[src/rtl/sprite_motion_ctrl.sv]
// Per-frame sprite position and pop-image controller.
// Updates once per frame at the blanking tick; drives renderer x/y/pop.
module sprite_motion_ctrl #(
  parameter int SPRITE_W   = 256,
  parameter int SPRITE_H   = 256,
  parameter int SCREEN_W   = 1280,
  parameter int SCREEN_H   = 720,
  parameter int POP_FRAMES = 8
) (
  input  logic        pixel_clk_in,
  input  logic        rst_in,
  input  logic [10:0] hcount_in,
  input  logic [9:0]  vcount_in,
  input  logic        enable_in,
  input  logic [3:0]  speed_in,
  input  logic        trigger_in,
  output logic [10:0] x_out,
  output logic [9:0]  y_out,
  output logic        pop_out,
  output logic        frame_tick_out,
  output logic [7:0]  bounce_count_out
);

  localparam logic [11:0] X_MAX = 12'(SCREEN_W - SPRITE_W);
  localparam logic [10:0] Y_MAX = 11'(SCREEN_H - SPRITE_H);
  localparam logic [7:0]  LAST  = 8'(POP_FRAMES - 1);

  typedef enum logic [1:0] {
    IDLE,
    POP,
    COOL
  } state_t;

  state_t      state, state_nxt;
  logic [7:0]  cnt, cnt_nxt;
  logic        dir_x, dir_x_nxt;
  logic        dir_y, dir_y_nxt;
  logic        trig_pend, pend_nxt;
  logic [10:0] x_nxt;
  logic [9:0]  y_nxt;
  logic [7:0]  bc_nxt;

  logic        tick, run, moving, bounce, clr;
  logic [11:0] nx;
  logic [10:0] ny;
  logic [10:0] x_mv;
  logic [9:0]  y_mv;
  logic        fx, fy;

  always_ff @(posedge pixel_clk_in or posedge rst_in) begin
    if (rst_in) begin
      state            <= IDLE;
      cnt              <= '0;
      dir_x            <= 1'b0;
      dir_y            <= 1'b0;
      trig_pend        <= 1'b0;
      x_out            <= '0;
      y_out            <= '0;
      pop_out          <= 1'b0;
      frame_tick_out   <= 1'b0;
      bounce_count_out <= '0;
    end else begin
      state            <= state_nxt;
      cnt              <= cnt_nxt;
      dir_x            <= dir_x_nxt;
      dir_y            <= dir_y_nxt;
      trig_pend        <= pend_nxt;
      x_out            <= x_nxt;
      y_out            <= y_nxt;
      pop_out          <= (state_nxt == POP);
      frame_tick_out   <= tick;
      bounce_count_out <= bc_nxt;
    end
  end

  always_comb begin
    tick = (hcount_in == 11'(SCREEN_W)) && (vcount_in == 10'(SCREEN_H));
    run = tick && enable_in;
    moving = run && (state != POP);

    nx = {1'b0, x_out} + {8'b0, speed_in};
    ny = {1'b0, y_out} + {7'b0, speed_in};
    x_mv = x_out;
    y_mv = y_out;
    fx = 1'b0;
    fy = 1'b0;

    // Zero speed must neither move nor flip, even parked on a wall
    if (speed_in != 4'd0) begin
      if (!dir_x) begin
        if (nx >= X_MAX) begin
          x_mv = X_MAX[10:0];
          fx = 1'b1;
        end else begin
          x_mv = nx[10:0];
        end
      end else if (x_out <= {7'b0, speed_in}) begin
        x_mv = '0;
        fx = 1'b1;
      end else begin
        x_mv = x_out - {7'b0, speed_in};
      end

      if (!dir_y) begin
        if (ny >= Y_MAX) begin
          y_mv = Y_MAX[9:0];
          fy = 1'b1;
        end else begin
          y_mv = ny[9:0];
        end
      end else if (y_out <= {6'b0, speed_in}) begin
        y_mv = '0;
        fy = 1'b1;
      end else begin
        y_mv = y_out - {6'b0, speed_in};
      end
    end

    bounce = moving && (fx || fy);

    x_nxt = x_out;
    y_nxt = y_out;
    dir_x_nxt = dir_x;
    dir_y_nxt = dir_y;
    bc_nxt = bounce_count_out;
    if (moving) begin
      x_nxt = x_mv;
      y_nxt = y_mv;
      dir_x_nxt = dir_x ^ fx;
      dir_y_nxt = dir_y ^ fy;
    end
    if (bounce && (bounce_count_out != 8'hFF)) begin
      bc_nxt = bounce_count_out + 8'd1;
    end

    // A trigger landing on the clearing edge survives for the next frame
    clr = tick && (((state == IDLE) && enable_in) || (state == COOL));
    pend_nxt = trigger_in || (trig_pend && !clr);

    state_nxt = state;
    cnt_nxt = cnt;
    if (run) begin
      unique case (state)
        IDLE: begin
          if (trig_pend || bounce) begin
            state_nxt = POP;
            cnt_nxt = '0;
          end
        end
        POP: begin
          if (cnt == LAST) begin
            state_nxt = COOL;
            cnt_nxt = '0;
          end else begin
            cnt_nxt = cnt + 8'd1;
          end
        end
        COOL: begin
          if (cnt == LAST) begin
            state_nxt = IDLE;
            cnt_nxt = '0;
          end else begin
            cnt_nxt = cnt + 8'd1;
          end
        end
        default: begin
          state_nxt = IDLE;
          cnt_nxt = '0;
        end
      endcase
    end
  end

endmodule

[config.mk]
export PLATFORM = sky130hd
export DESIGN_NAME = sprite_motion_ctrl
export DESIGN_NICKNAME = d
export VERILOG_FILES = /design/src/rtl/sprite_motion_ctrl.sv
export SDC_FILE = /design/constraint.sdc
export NUM_CORES = 1
export LEC_CHECK = 0
export ABC_CLOCK_PERIOD_IN_PS = 2980
export BUFFER_PORTS_ARGS = -buffer_cell sky130_fd_sc_hd__buf_2
export CORE_ASPECT_RATIO = 1.25
export CORE_UTILIZATION = 49
export CTS_CLUSTER_DIAMETER = 60
export DETAILED_ROUTE_END_ITERATION = 7
export GPL_TIMING_DRIVEN = 0
export PLACE_DENSITY = 0.74
export SLEW_MARGIN = 20
export SYNTH_ARGS = -nofsm -noshare
export SYNTH_HDL_FRONTEND = slang
export SYNTH_SLANG_ARGS = --single-unit
export TNS_END_PERCENT = 50
[constraint.sdc]
create_clock -name pixel_clk_in -period 2.98 [get_ports pixel_clk_in]
set_clock_uncertainty 0.2 [all_clocks]
set_input_delay 0.745 -clock pixel_clk_in [delete_from_list [all_inputs] [get_ports pixel_clk_in]]
set_output_delay 0.745 -clock pixel_clk_in [all_outputs]
set_load 0.01 [all_outputs]
# [After elaboration in Yosys (flattened, before gate mapping)]
# Cells that the tools add are included.
[word_totals] elab_cells=71 register_bits=44 in_bits=29 output_inout_bits=31
[op_classes] n_eq_ne=9 n_addsub=6 n_reduce_logical=18 muxes=22 magnitude_cmp=4 bitwise_logic=2
[ops] cell="two-way mux 11 bit" n=3
[ops] cell="two-way mux 10 bit" n=3
[ops] cell="adder 8 x 1 -> 8 bit, second input constant" n=2
[ops] cell="two-way mux 8 bit" n=2
[ops] cell="case mux 8 bit (2 select lines)" n=1
[ops] cell="adder 11 x 4 -> 12 bit" n=1
[ops] cell="greater-or-equal comparator 12 x 11 -> 1 bit, second input constant" n=1
[ops] cell="adder 10 x 4 -> 11 bit" n=1
[ops] cell="== test 11 bit, second input constant" n=1
[ops] cell="greater-or-equal comparator 11 x 9 -> 1 bit, second input constant" n=1
[ops] cell="less-or-equal comparator 11 x 4 -> 1 bit" n=1
[ops] cell="subtractor 11 x 4 -> 11 bit" n=1
[ops] cell="== test 10 bit, second input constant" n=1
[ops] cell="less-or-equal comparator 10 x 4 -> 1 bit" n=1
[ops] cell="subtractor 10 x 4 -> 10 bit" n=1
[ops] cell="== test 8 x 3 -> 1 bit, second input constant" n=1
[ops] cell="logical AND 1 bit" n=8
[ops] cell="two-way mux 1 bit" n=8
[ops] cell="two-way mux 2 bit" n=4
[ops] cell="inequality test 8 bit, second input constant" n=1
[ops] cell="case mux 2 bit (3 select lines)" n=1
[ops] cell="== test 2 x 1 -> 1 bit, second input constant" n=2
[ops] cell="logical OR 1 bit" n=4
[ops] cell="inequality test 2 x 1 -> 1 bit, second input constant" n=2
[ops] cell="other kinds (7)" n=9

# [Longest topological paths before layout]
# Gate-level depths: netlist (run 1).
[logic_depth] ltp_word=12 ltp_mapped=13

# [Worst setup path before layout (run 1)]
# No wires, ideal clock.
[synth_timing] kind="in2reg" startpoint="in speed_in[1]" endpoint="reg bounce_count_out[1]" t_arrival_ns=3.094 slack_ns=-0.438 path_buffers=0 path_stages=9 cell_sequence="inv_1 -> fa_1 -> a21o_2 -> a21oi_2 -> a41oi_2 -> o41ai_4 -> o21ai_2 -> a21oi_2 -> mux2_2"
[synth_via] elab_chain_len=8 elab_cells_between_ends=18 classes_between="2 x add/sub; 4 x order compare; 8 x mux; 4 x reduce/logical"
[synth_rtl] item="from (decl)" line="15" text="input logic [3:0] speed_in,"
[synth_rtl] item="adder 11 x 4 -> 12 bit or adder 10 x 4 -> 11 bit (tied branches)" line="81, 82"
[synth_rtl] item="greater-or-equal comparator 12 x 11 -> 1 bit or greater-or-equal comparator 11 x 9 -> 1 bit (tied branches)" line="91, 105"
[synth_rtl] item="two-way mux 1 bit (on tied branches)" line="91, 105"
[synth_rtl] item="two-way mux 1 bit (on tied branches)" line="90, 104"
[synth_rtl] item="two-way mux 1 bit" line="89" text="if (speed_in != 4'd0) begin"
[synth_rtl] item="logical OR 1 bit (*)" line="119" text="bounce = moving && (fx || fy);"
[synth_rtl] item="logical AND 1 bit (*)" line="119"
[synth_rtl] item="logical AND 1 bit (*)" line="132" text="if (bounce && (bounce_count_out != 8'hFF)) begin"
[synth_rtl] item="to (signal assigned)" line="72" text="bounce_count_out <= bc_nxt;"
[synth_rtl] item="to (decl)" line="21" text="output logic [7:0] bounce_count_out"
# Mark *: on every way between the ends. The rest lies on a longest branch, timed or not.
# A chain may end at the register's enable or synchronous reset.

# [Final worst setup path (run 1)]
[layout_timing] startpoint="in speed_in[1]" endpoint="reg pop_out"
[layout_via] elab_chain_len=12 elab_cells_between_ends=22 classes_between="2 x add/sub; 4 x order compare; 1 x eq/ne; 11 x mux; 4 x reduce/logical"
[layout_rtl] item="adder 11 x 4 -> 12 bit or adder 10 x 4 -> 11 bit (tied branches)" line="81, 82"
[layout_rtl] item="greater-or-equal comparator 12 x 11 -> 1 bit or greater-or-equal comparator 11 x 9 -> 1 bit (tied branches)" line="91, 105"
[layout_rtl] item="two-way mux 1 bit (on tied branches)" line="91, 105"
[layout_rtl] item="two-way mux 1 bit (on tied branches)" line="90, 104"
[layout_rtl] item="two-way mux 1 bit" line="89"
[layout_rtl] item="logical OR 1 bit (*)" line="119"
[layout_rtl] item="logical AND 1 bit (*)" line="119"
[layout_rtl] item="logical OR 1 bit (*)" line="145" text="if (trig_pend || bounce) begin"
[layout_rtl] item="two-way mux 2 bit (*)" line="145"
[layout_rtl] item="case mux 2 bit (3 select lines) (*)" line="143" text="unique case (state)"
[layout_rtl] item="two-way mux 2 bit (*)" line="142" text="if (run) begin"
[layout_rtl] item="named net state_nxt[1]" line="34" text="state_t state, state_nxt;"
[layout_rtl] item="== test 2 x 1 -> 1 bit (*)" line="70" text="pop_out <= (state_nxt == POP);"
[layout_rtl] item="to (signal assigned)" line="70"
[layout_rtl] item="to (decl)" line="19" text="output logic pop_out,"
# Mark *: on every way through the listed nets, which the timed path passes. The rest lies on a longest branch.

==> flow_summary.html, run 1 <==
<table>
<tr><th>Metric</th><th>Value</th></tr>
<tr><th colspan="2">Drt</th></tr>
<tr><td>Mean number of vias per cell</td><td>6.16</td></tr>
<tr><td>Vias after detailed routing</td><td>3756</td></tr>
<tr><td>DR pass1 iterations</td><td>5</td></tr>
<tr><td>Sum of routed wire length over all layers</td><td>10.9 mm</td></tr>
<tr><td>Post-DR wirelength/cell</td><td>17.9 µm</td></tr>
<tr><td>DRT iter0 DRCs</td><td>228</td></tr>
<tr><td>Residual DRC count</td><td>0</td></tr>
<tr><td>Antenna violation net count after detailed routing</td><td>0</td></tr>
<tr><th colspan="2">Finish</th></tr>
<tr><td>Finished Cell Area</td><td>0.00483 mm²</td></tr>
<tr><td>Number of filler instances in the final layout</td><td>584</td></tr>
<tr><td>Area overhead of the layout relative to synthesis</td><td>30.9%</td></tr>
<tr><td>Count of nets after finishing</td><td>572</td></tr>
<tr><td>Number of diodes</td><td>0</td></tr>
<tr><td>Fin util</td><td>66.1%</td></tr>
<tr><td>Fraction of final layout cells sized beyond drive strength 1</td><td>37.5%</td></tr>
<tr><th colspan="2">Floorplan</th></tr>
<tr><td>Die Y-Extent</td><td>99.0 µm</td></tr>
<tr><td>Core Footprint</td><td>0.00731 mm²</td></tr>
<tr><td>Die ar.</td><td>0.00789 mm²</td></tr>
<tr><td>Die width</td><td>79.6 µm</td></tr>
<tr><td>Initial core utilization</td><td>50.5%</td></tr>
<tr><td>Number of placement rows</td><td>35</td></tr>
<tr><td>IO Pins</td><td>60</td></tr>
<tr><th colspan="2">Clock tree</th></tr>
<tr><td>Cts-stage hold buffer count</td><td>0</td></tr>
<tr><td>CTS tree</td><td>done</td></tr>
<tr><td>Total clock buffers created by CTS</td><td>5</td></tr>
<tr><td>Buffers from clock root to sink, at most</td><td>2</td></tr>
<tr><td>Sink count of the clock tree</td><td>44</td></tr>
<tr><td>Clock transition at the register clock pins on the worst setup and hold paths after CTS</td><td>110 ps</td></tr>
<tr><td>Maximum level of the CTS H-tree</td><td>2</td></tr>
<tr><td>Root buffer cell</td><td>clkbuf_8</td></tr>
<tr><td>Clk_lat worst skew</td><td>310 ps</td></tr>
<tr><th colspan="2">Logic synthesis</th></tr>
<tr><td>Nets in the synthesized netlist</td><td>473</td></tr>
<tr><td>Synthesized area</td><td>0.00369 mm²</td></tr>
<tr><td>Most used flip-flop cell after synthesis</td><td>dfrtp_1</td></tr>
<tr><td>Number of enable flip-flop cells after synthesis</td><td>0</td></tr>
<tr><td>Share of the synthesized area in the top cell type</td><td>29.8%</td></tr>
<tr><td>Async set or reset register ratio after synthesis</td><td>100%</td></tr>
<tr><td>Number of library cell types mapped by synthesis</td><td>81</td></tr>
<tr><td>Mean post-synth cell area</td><td>8.83 µm²</td></tr>
<tr><td>Portion of the post-synthesis area used by sequential elements</td><td>29.8%</td></tr>
<tr><td>Leading cell types by total area after synthesis</td><td>dfrtp_1 (30%), ha_1 (7.5%), o21ai_0 (4.6%)</td></tr>
<tr><td>Leading area contributor after synthesis</td><td>dfrtp_1</td></tr>
<tr><td>Total of warnings raised by yosys</td><td>0</td></tr>
<tr><td>Total of flip-flops plus latches after synthesis</td><td>44</td></tr>
<tr><td>Gate Count Post-Synth</td><td>418</td></tr>
<tr><th colspan="2">Critical path</th></tr>
<tr><td>Start point of the critical path</td><td>speed_in[1]</td></tr>
<tr><td>Worst setup path endpoint</td><td>pop_out</td></tr>
<tr><td>Arrival time at the worst endpoint</td><td>3220 ps</td></tr>
<tr><td>Endpoint of the worst-slack reg-to-reg timing path</td><td>pop_out</td></tr>
<tr><td>Required time reported for the critical path endpoint</td><td>3020 ps</td></tr>
<tr><td>CP Class</td><td>in -&gt; reg</td></tr>
<tr><td>Crit path capture type</td><td>register</td></tr>
<tr><td>Crit start category</td><td>primary input</td></tr>
<tr><td>Register-to-Register Path Depth</td><td>14</td></tr>
<tr><td>Worst setup slack for register-to-register paths</td><td>-160 ps</td></tr>
<tr><td>Critical path fanouts, max</td><td>6</td></tr>
<tr><td>Reg2reg start</td><td>y_out[0]</td></tr>
<tr><th colspan="2">Global routing</th></tr>
<tr><td>Antenna violations before repair</td><td>0</td></tr>
<tr><td>Grt ovf</td><td>0</td></tr>
<tr><td>First-pass GRT wire length</td><td>17.9 mm</td></tr>
<tr><td>Total GRT Usage</td><td>28.9%</td></tr>
<tr><td>Vias in the first global route</td><td>3801</td></tr>
<tr><td>Largest net degree at the start of global routing</td><td>26</td></tr>
<tr><th colspan="2">STA</th></tr>
<tr><td>Worst slew pin tran</td><td>1080 ps</td></tr>
<tr><td>Setup repair after global routing missed its margin</td><td>true</td></tr>
<tr><td>Fmax</td><td>0.314 GHz</td></tr>
<tr><td>Worst slew margin relative to its limit</td><td>27.3%</td></tr>
<tr><td>Number of hold-slack violations in the final timing report</td><td>0</td></tr>
<tr><td>Tmin final</td><td>3180 ps</td></tr>
<tr><td>Post-route worst setup slack</td><td>-202 ps</td></tr>
<tr><td>Number of setup violations in the final report</td><td>22</td></tr>
<tr><td>Final-report max-slew violation count</td><td>0</td></tr>
<tr><td>Crit share post-route</td><td>107%</td></tr>
<tr><th colspan="2">Placement</th></tr>
<tr><td>DPL Wire Length</td><td>7.45 mm</td></tr>
<tr><td>Standard cell area after detailed placement</td><td>0.00422 mm²</td></tr>
<tr><td>Number of input and output port buffers inserted</td><td>59</td></tr>
<tr><td>Final weighted congestion in routability-driven placement</td><td>0.887</td></tr>
<tr><th colspan="2">Flow run</th></tr>
<tr><td>Maximum capacitance violations</td><td>0</td></tr>
<tr><th colspan="2">Power</th></tr>
<tr><td>Worst vdd ir</td><td>0.226 mV</td></tr>
<tr><td>Cell leakage power</td><td>2.17 nW</td></tr>
<tr><td>Total power divided by cell area</td><td>258 mW/mm²</td></tr>
<tr><th colspan="2">Outcome</th></tr>
<tr><td>Result of the run</td><td>finished with violations</td></tr>
<tr><td>Violations in the final reports</td><td>setup timing</td></tr>
<tr><th colspan="2">Min path</th></tr>
<tr><td>Worst min-delay path class</td><td>in -&gt; async</td></tr>
</table>
timing repair:
item                       4_1_cts  5_1_grt
gates resized for setup         58       17
pin swaps                       39        6
setup endpoints to repair       38       39
setup buffers                   30        3
where the power goes:
part           total, W  leakage (nW)  switching (W)  internal [W]
Combinational  0.000142          1.53      0.0000749     0.0000675
Clock          0.000506        0.0548       0.000252      0.000253
Sequential     0.000597         0.584  0.00000000370      0.000597
Total           0.00124          2.17       0.000327      0.000918
stage by stage:
step | hold WS [ps] | power (W) | TNS [ps] | std cells | setup WS, ps
after floorplan | 250 | 0.000679 | -2150 | 418 | -188
after global placement | 263 | 0.000716 | -23940 | 569 | -885
after detailed placement | 291 | 0.000723 | -25000 | 570 | -869
after CTS | 242 | 0.00124 | -1080 | 608 | -141
after global routing | 259 | 0.00129 | -5220 | 610 | -280
final | 223 | 0.00124 | -2480 | 610 | -202
cell usage in the layout (no fill, tap or decap), types with 4 or more instances in the layout:
master,synthesis,final
inv_1,16,11
and2_1,6,5
nor3_1,15,12
clkbuf_8,5,10
a21oi_1,22,18
o31ai_2,1,5
o21ai_1,2,8
o31ai_1,13,6
buf_2,2,57
nor2b_1,7,5
a21o_1,5,5
buf_6,3,7
o22ai_1,9,8
o21ai_2,1,4
a221oi_1,5,4
nand2b_1,4,4
o21ai_0,34,24
buf_4,2,34
nor2_1,27,24
ha_4,0,4
ha_1,22,18
dfrtp_1,44,44
nor4_1,4,4
nand2_1,43,43
a31oi_1,5,5
and3_1,7,7
nand3_1,19,19
a21oi_2,4,5
per-layer routing:
layer / up-vias / track usage (%) / wire, µm
met3: 40 / 3.80 / 491
met2: 139 / 52.0 / 5840
met1: 1825 / 33.6 / 4300
met4: 0 / 12.2 / 311
met5: - / 0 / 0
li1: 1752 / - / -
worst max-delay path: stages:
cell and delay [ps]:
buf_12 90, clkinvlp_4 120, ha_1 360, nor2b_1 160, o211ai_1 270, a21oi_2 130
o41ai_4 420, nand2_4 100, o21bai_4 220, a211oi_4 70, buf_6 140, o31a_4 280
nor2b_2 100
layout make-up:
type / instances / area [µm²] / area share (%)
plain buffers: 18 / 159 / 3.29
clock buffers: 5 / 68.8 / 1.42
clock inverters: 3 / 46.3 / 0.958
inverters: 16 / 66.3 / 1.37
multi-input cells: 339 / 2670 / 55.2
flip-flops and latches: 44 / 1100 / 22.8
well taps: 92 / 115 / 2.38
repair buffers: 93 / 608 / 12.6
kinds of logic (layout without fill, tap and decap cells):
group,count (synthesis),in the layout,synth area share (%)
AND/OR/NAND/NOR,163,163,23.6
flip-flops,44,44,29.8
adder cells (fa/ha/maj),26,26,9.63
AO/OA/AOI/OAI,142,142,29.1
multiplexers,3,3,0.881
buffers and inverters,35,135,5.80
XOR/XNOR,5,5,1.19
cells in the mapped netlist (4+ instances only):
library cell / instances
o21ai_0: 34
nor2_1: 27
ha_1: 22
nor4_1: 4
a21oi_2: 4
fa_1: 4
a21o_1: 5
inv_1: 16
a21oi_1: 22
a221oi_1: 5
nor3_1: 15
o22ai_1: 9
o31ai_1: 13
dfrtp_1: 44
and2_1: 6
a31oi_1: 5
nor2b_1: 7
clkbuf_1: 7
nand2_1: 43
clkbuf_8: 5
nand2b_1: 4
and3_1: 7
nand3_1: 19
how the worst min path moves through the flow:
| stage | from | to | slack, ps | cells past startpoint |
|---|---|---|---|---|
| after global placement | trig_pend | trig_pend | 260 | 1 |
| after floorplan | trig_pend | trig_pend | 250 | 1 |
| after global routing | rst_in | cnt[6] | 260 | 2 |
| after detailed placement | cnt[7] | cnt[7] | 290 | 1 |
| final | rst_in | bounce_count_out[2] | 220 | 2 |
| after CTS | rst_in | x_out[10] | 240 | 2 |
registers in the layout, summed over array words and instances, names as in the netlist:
register	cells
bounce_count_out	8
dir_x	1
dir_y	1
pop_out	1
frame_tick_out	1
y_out	10
trig_pend	1
state	2
x_out	11
cnt	8
Note: power is estimated with default switching activity, not from simulation.
==> run 2, diff against run 1 <==
CELL_PAD_IN_SITES_DETAIL_PLACEMENT = 1   (was unset)
CELL_PAD_IN_SITES_GLOBAL_PLACEMENT = 1   (was unset)
CORE_ASPECT_RATIO = 1.2   (was 1.25)
CORE_UTILIZATION = 39   (was 49)
PLACE_DENSITY = unset   (was 0.74)
PLACE_DENSITY_LB_ADDON = 0.1   (was unset)
==> run 2 against run 1 <==
Compared with the run above: the flow still finishes with violations (setup timing); via count rose by 1.9%; global-route usage fell by 3.7 points; routed wire length is 13% higher; register-to-register slack improved by 60 ps; worst hold slack worse by 51 ps; critical path depth did not move; maximum frequency increased by 0.76%; largest cell class unchanged; highest routed layer unchanged.
==> flow_summary.html, run 2 (synthesized netlist as in run 1, its figures left out) <==
<table>
<tr><th>Metric</th><th>Value</th></tr>
<tr><th colspan="2">Placement</th></tr>
<tr><td>Number of input and output port buffers inserted</td><td>59</td></tr>
<tr><td>Final weighted congestion in routability-driven placement</td><td>0.805</td></tr>
<tr><td>DPL Wire Length</td><td>8.33 mm</td></tr>
<tr><td>Setup Slack @ Placement</td><td>-995 ps</td></tr>
<tr><th colspan="2">Critical path</th></tr>
<tr><td>CP Class</td><td>in -&gt; reg</td></tr>
<tr><td>Register-to-Register Path Depth</td><td>13</td></tr>
<tr><td>Critical path fanouts, max</td><td>6</td></tr>
<tr><td>Crit start category</td><td>primary input</td></tr>
<tr><td>Cell with the biggest individual delay on the critical path</td><td>o41a_1</td></tr>
<tr><td>Required time reported for the critical path endpoint</td><td>3030 ps</td></tr>
<tr><td>Arrival time at the worst endpoint</td><td>3200 ps</td></tr>
<tr><td>Most Frequent Cell on Critical Path</td><td>buf_6</td></tr>
<tr><td>Critical path cell sequence</td><td>buf_12 &gt; clkinvlp_4 &gt; buf_6 &gt; fa_2 &gt; a21o_4 &gt; a21oi_4 &gt; a41oi_4 &gt; o41a_1 &gt; nor2_4 &gt; a211oi_4 &gt; buf_6 &gt; o31a_4 &gt; nor2b_2</td></tr>
<tr><td>CP peak stage delay</td><td>460 ps</td></tr>
<tr><td>Crit path capture type</td><td>register</td></tr>
<tr><th colspan="2">STA</th></tr>
<tr><td>Aggregate negative setup slack</td><td>-2410 ps</td></tr>
<tr><td>Number of hold-slack violations in the final timing report</td><td>0</td></tr>
<tr><td>Worst slew margin relative to its limit</td><td>51.9%</td></tr>
<tr><td>Fmax</td><td>0.317 GHz</td></tr>
<tr><td>Tmin final</td><td>3160 ps</td></tr>
<tr><td>Setup repair after global routing missed its margin</td><td>true</td></tr>
<tr><td>Worst slew pin tran</td><td>716 ps</td></tr>
<tr><td>Number of setup violations in the final report</td><td>27</td></tr>
<tr><td>Hold Slack</td><td>172 ps</td></tr>
<tr><td>Final-report max-slew violation count</td><td>0</td></tr>
<tr><td>Post-route worst setup slack</td><td>-178 ps</td></tr>
<tr><td>Crit share post-route</td><td>106%</td></tr>
<tr><th colspan="2">Floorplan</th></tr>
<tr><td>Core Footprint</td><td>0.00913 mm²</td></tr>
<tr><td>Die ar.</td><td>0.00986 mm²</td></tr>
<tr><td>IO Pins</td><td>60</td></tr>
<tr><td>Initial core utilization</td><td>40.4%</td></tr>
<tr><td>Die width</td><td>90.8 µm</td></tr>
<tr><td>Number of placement rows</td><td>38</td></tr>
<tr><td>Die Y-Extent</td><td>109 µm</td></tr>
<tr><th colspan="2">Outcome</th></tr>
<tr><td>Result of the run</td><td>finished with violations</td></tr>
<tr><td>Violations in the final reports</td><td>setup timing</td></tr>
<tr><th colspan="2">Global routing</th></tr>
<tr><td>Most utilized layer in the global route result</td><td>met2</td></tr>
<tr><td>First-pass GRT wire length</td><td>19.6 mm</td></tr>
<tr><td>Grt ovf</td><td>0</td></tr>
<tr><td>Met1 Usage GRT</td><td>29.2%</td></tr>
<tr><td>GRT met3 Usage</td><td>3.09%</td></tr>
<tr><td>Total GRT Usage</td><td>25.2%</td></tr>
<tr><td>Antenna violations before repair</td><td>0</td></tr>
<tr><td>Grt met2 use</td><td>47.8%</td></tr>
<tr><td>Vias in the first global route</td><td>3911</td></tr>
<tr><td>Largest net degree at the start of global routing</td><td>32</td></tr>
<tr><th colspan="2">Clock tree</th></tr>
<tr><td>Cts-stage hold buffer count</td><td>0</td></tr>
<tr><td>Total clock buffers created by CTS</td><td>5</td></tr>
<tr><td>Buffers from clock root to sink, at most</td><td>2</td></tr>
<tr><td>Clk_lat worst skew</td><td>320 ps</td></tr>
<tr><td>CTS tree</td><td>done</td></tr>
<tr><td>Sink count of the clock tree</td><td>44</td></tr>
<tr><td>Root buffer cell</td><td>clkbuf_8</td></tr>
<tr><td>Clock transition at the register clock pins on the worst setup and hold paths after CTS</td><td>100 ps</td></tr>
<tr><td>Maximum level of the CTS H-tree</td><td>2</td></tr>
<tr><th colspan="2">Finish</th></tr>
<tr><td>Number of diodes</td><td>0</td></tr>
<tr><td>Most common cell after layout, fill and taps aside</td><td>buf_2</td></tr>
<tr><td>Largest register FFs</td><td>11</td></tr>
<tr><td>Count of nets after finishing</td><td>582</td></tr>
<tr><td>Biggest registers after layout</td><td>x_out (11), y_out (10)</td></tr>
<tr><td>Fraction of final layout cells sized beyond drive strength 1</td><td>40.5%</td></tr>
<tr><td>Area overhead of the layout relative to synthesis</td><td>36.6%</td></tr>
<tr><td>Register ranked first by flip-flop count</td><td>x_out</td></tr>
<tr><td>Most frequent cells in the layout</td><td>buf_2 (57), dfrtp_1 (44), buf_4 (42)</td></tr>
<tr><td>Number of filler instances in the final layout</td><td>1096</td></tr>
<tr><th colspan="2">Power</th></tr>
<tr><td>Worst vdd ir</td><td>0.169 mV</td></tr>
<tr><td>Cell leakage power</td><td>2.22 nW</td></tr>
<tr><td>Total power divided by cell area</td><td>234 mW/mm²</td></tr>
<tr><th colspan="2">Min path</th></tr>
<tr><td>Worst min-delay path class</td><td>in -&gt; async</td></tr>
<tr><th colspan="2">Drt</th></tr>
<tr><td>Mean number of vias per cell</td><td>5.91</td></tr>
<tr><td>DR pass1 iterations</td><td>7</td></tr>
<tr><td>Post-DR wirelength/cell</td><td>19.0 µm</td></tr>
<tr><td>Residual DRC count</td><td>0</td></tr>
<tr><td>Antenna violation net count after detailed routing</td><td>0</td></tr>
<tr><td>Vias after detailed routing</td><td>3827</td></tr>
<tr><td>Sum of routed wire length over all layers</td><td>12.3 mm</td></tr>
<tr><td>DRT iter0 DRCs</td><td>144</td></tr>
<tr><th colspan="2">Flow run</th></tr>
<tr><td>Maximum capacitance violations</td><td>0</td></tr>
</table>
run 2: cell types whose count changed in the layout (fill, tap and decap cells not counted), sizes merged:
cell	before	now
clkinv	0	1
bufinv	1	0
inv	16	15
clkinvlp	2	3
buf	101	111
run 2: path summary, 6_finish.rpt:
path	start	to	slack, ps
hold reg to reg	trig_pend	trig_pend	280
max in group asynchronous	rst_in	y_out[8]	1900
hold / removal	rst_in	bounce_count_out[0]	170
min in group pixel_clk_in	trig_pend	trig_pend	280
setup / recovery	speed_in[1]	pop_out	-180
setup reg to reg	y_out[0]	pop_out	-100
run 2: layer usage:
metal | up-vias | wire length (µm)
li1 | 1780 | -
met1 | 1935 | 5030
met2 | 87 | 6600
met3 | 25 | 381
met4 | 0 | 300
met5 | - | 0
run 2: cell type report:
type / count / area, µm² / share of cell area [%]
Clock buffer: 5 / 68.8 / 1.36
Inverter: 16 / 63.8 / 1.27
Clock inverter: 3 / 23.8 / 0.471
Buffer: 17 / 144 / 2.85
Timing Repair Buffer: 104 / 707 / 14.0
Tap cell: 120 / 150 / 2.98
Multi-Input combinational cell: 339 / 2790 / 55.2
Sequential cell: 44 / 1100 / 21.8
run 2: report_power, final:
group          internal [W]  total, W  switching [W]
clock              0.000167  0.000425       0.000258
sequential         0.000597  0.000597  0.00000000396
combinational     0.0000782  0.000160      0.0000820
run 2: through the flow:
stage               instance area (µm²)  utilization (%)  instances  power (W)
global route                       5040             55.2        648    0.00122
CTS                                4760             52.1        633    0.00117
finish                             5040             55.2        648    0.00118
floorplan                          3790                -        418   0.000679
global placement                   4230             46.4        597   0.000719
detailed placement                 4250             46.6        598   0.000726
run 2: critical path, delay by kind of cell:
family	cells	cell delay [ps]
buffers and inverters	4	450
and+or+nand+nor	2	300
adders and majority gates	1	400
AOI/OAI and AO/OA	6	1300
run 2: timing repair:
action,in CTS,in global routing
pin swaps,26,37
resized for setup,53,42
gates cloned,0,0
endpoints found under the setup margin,39,41
setup buffers,29,17
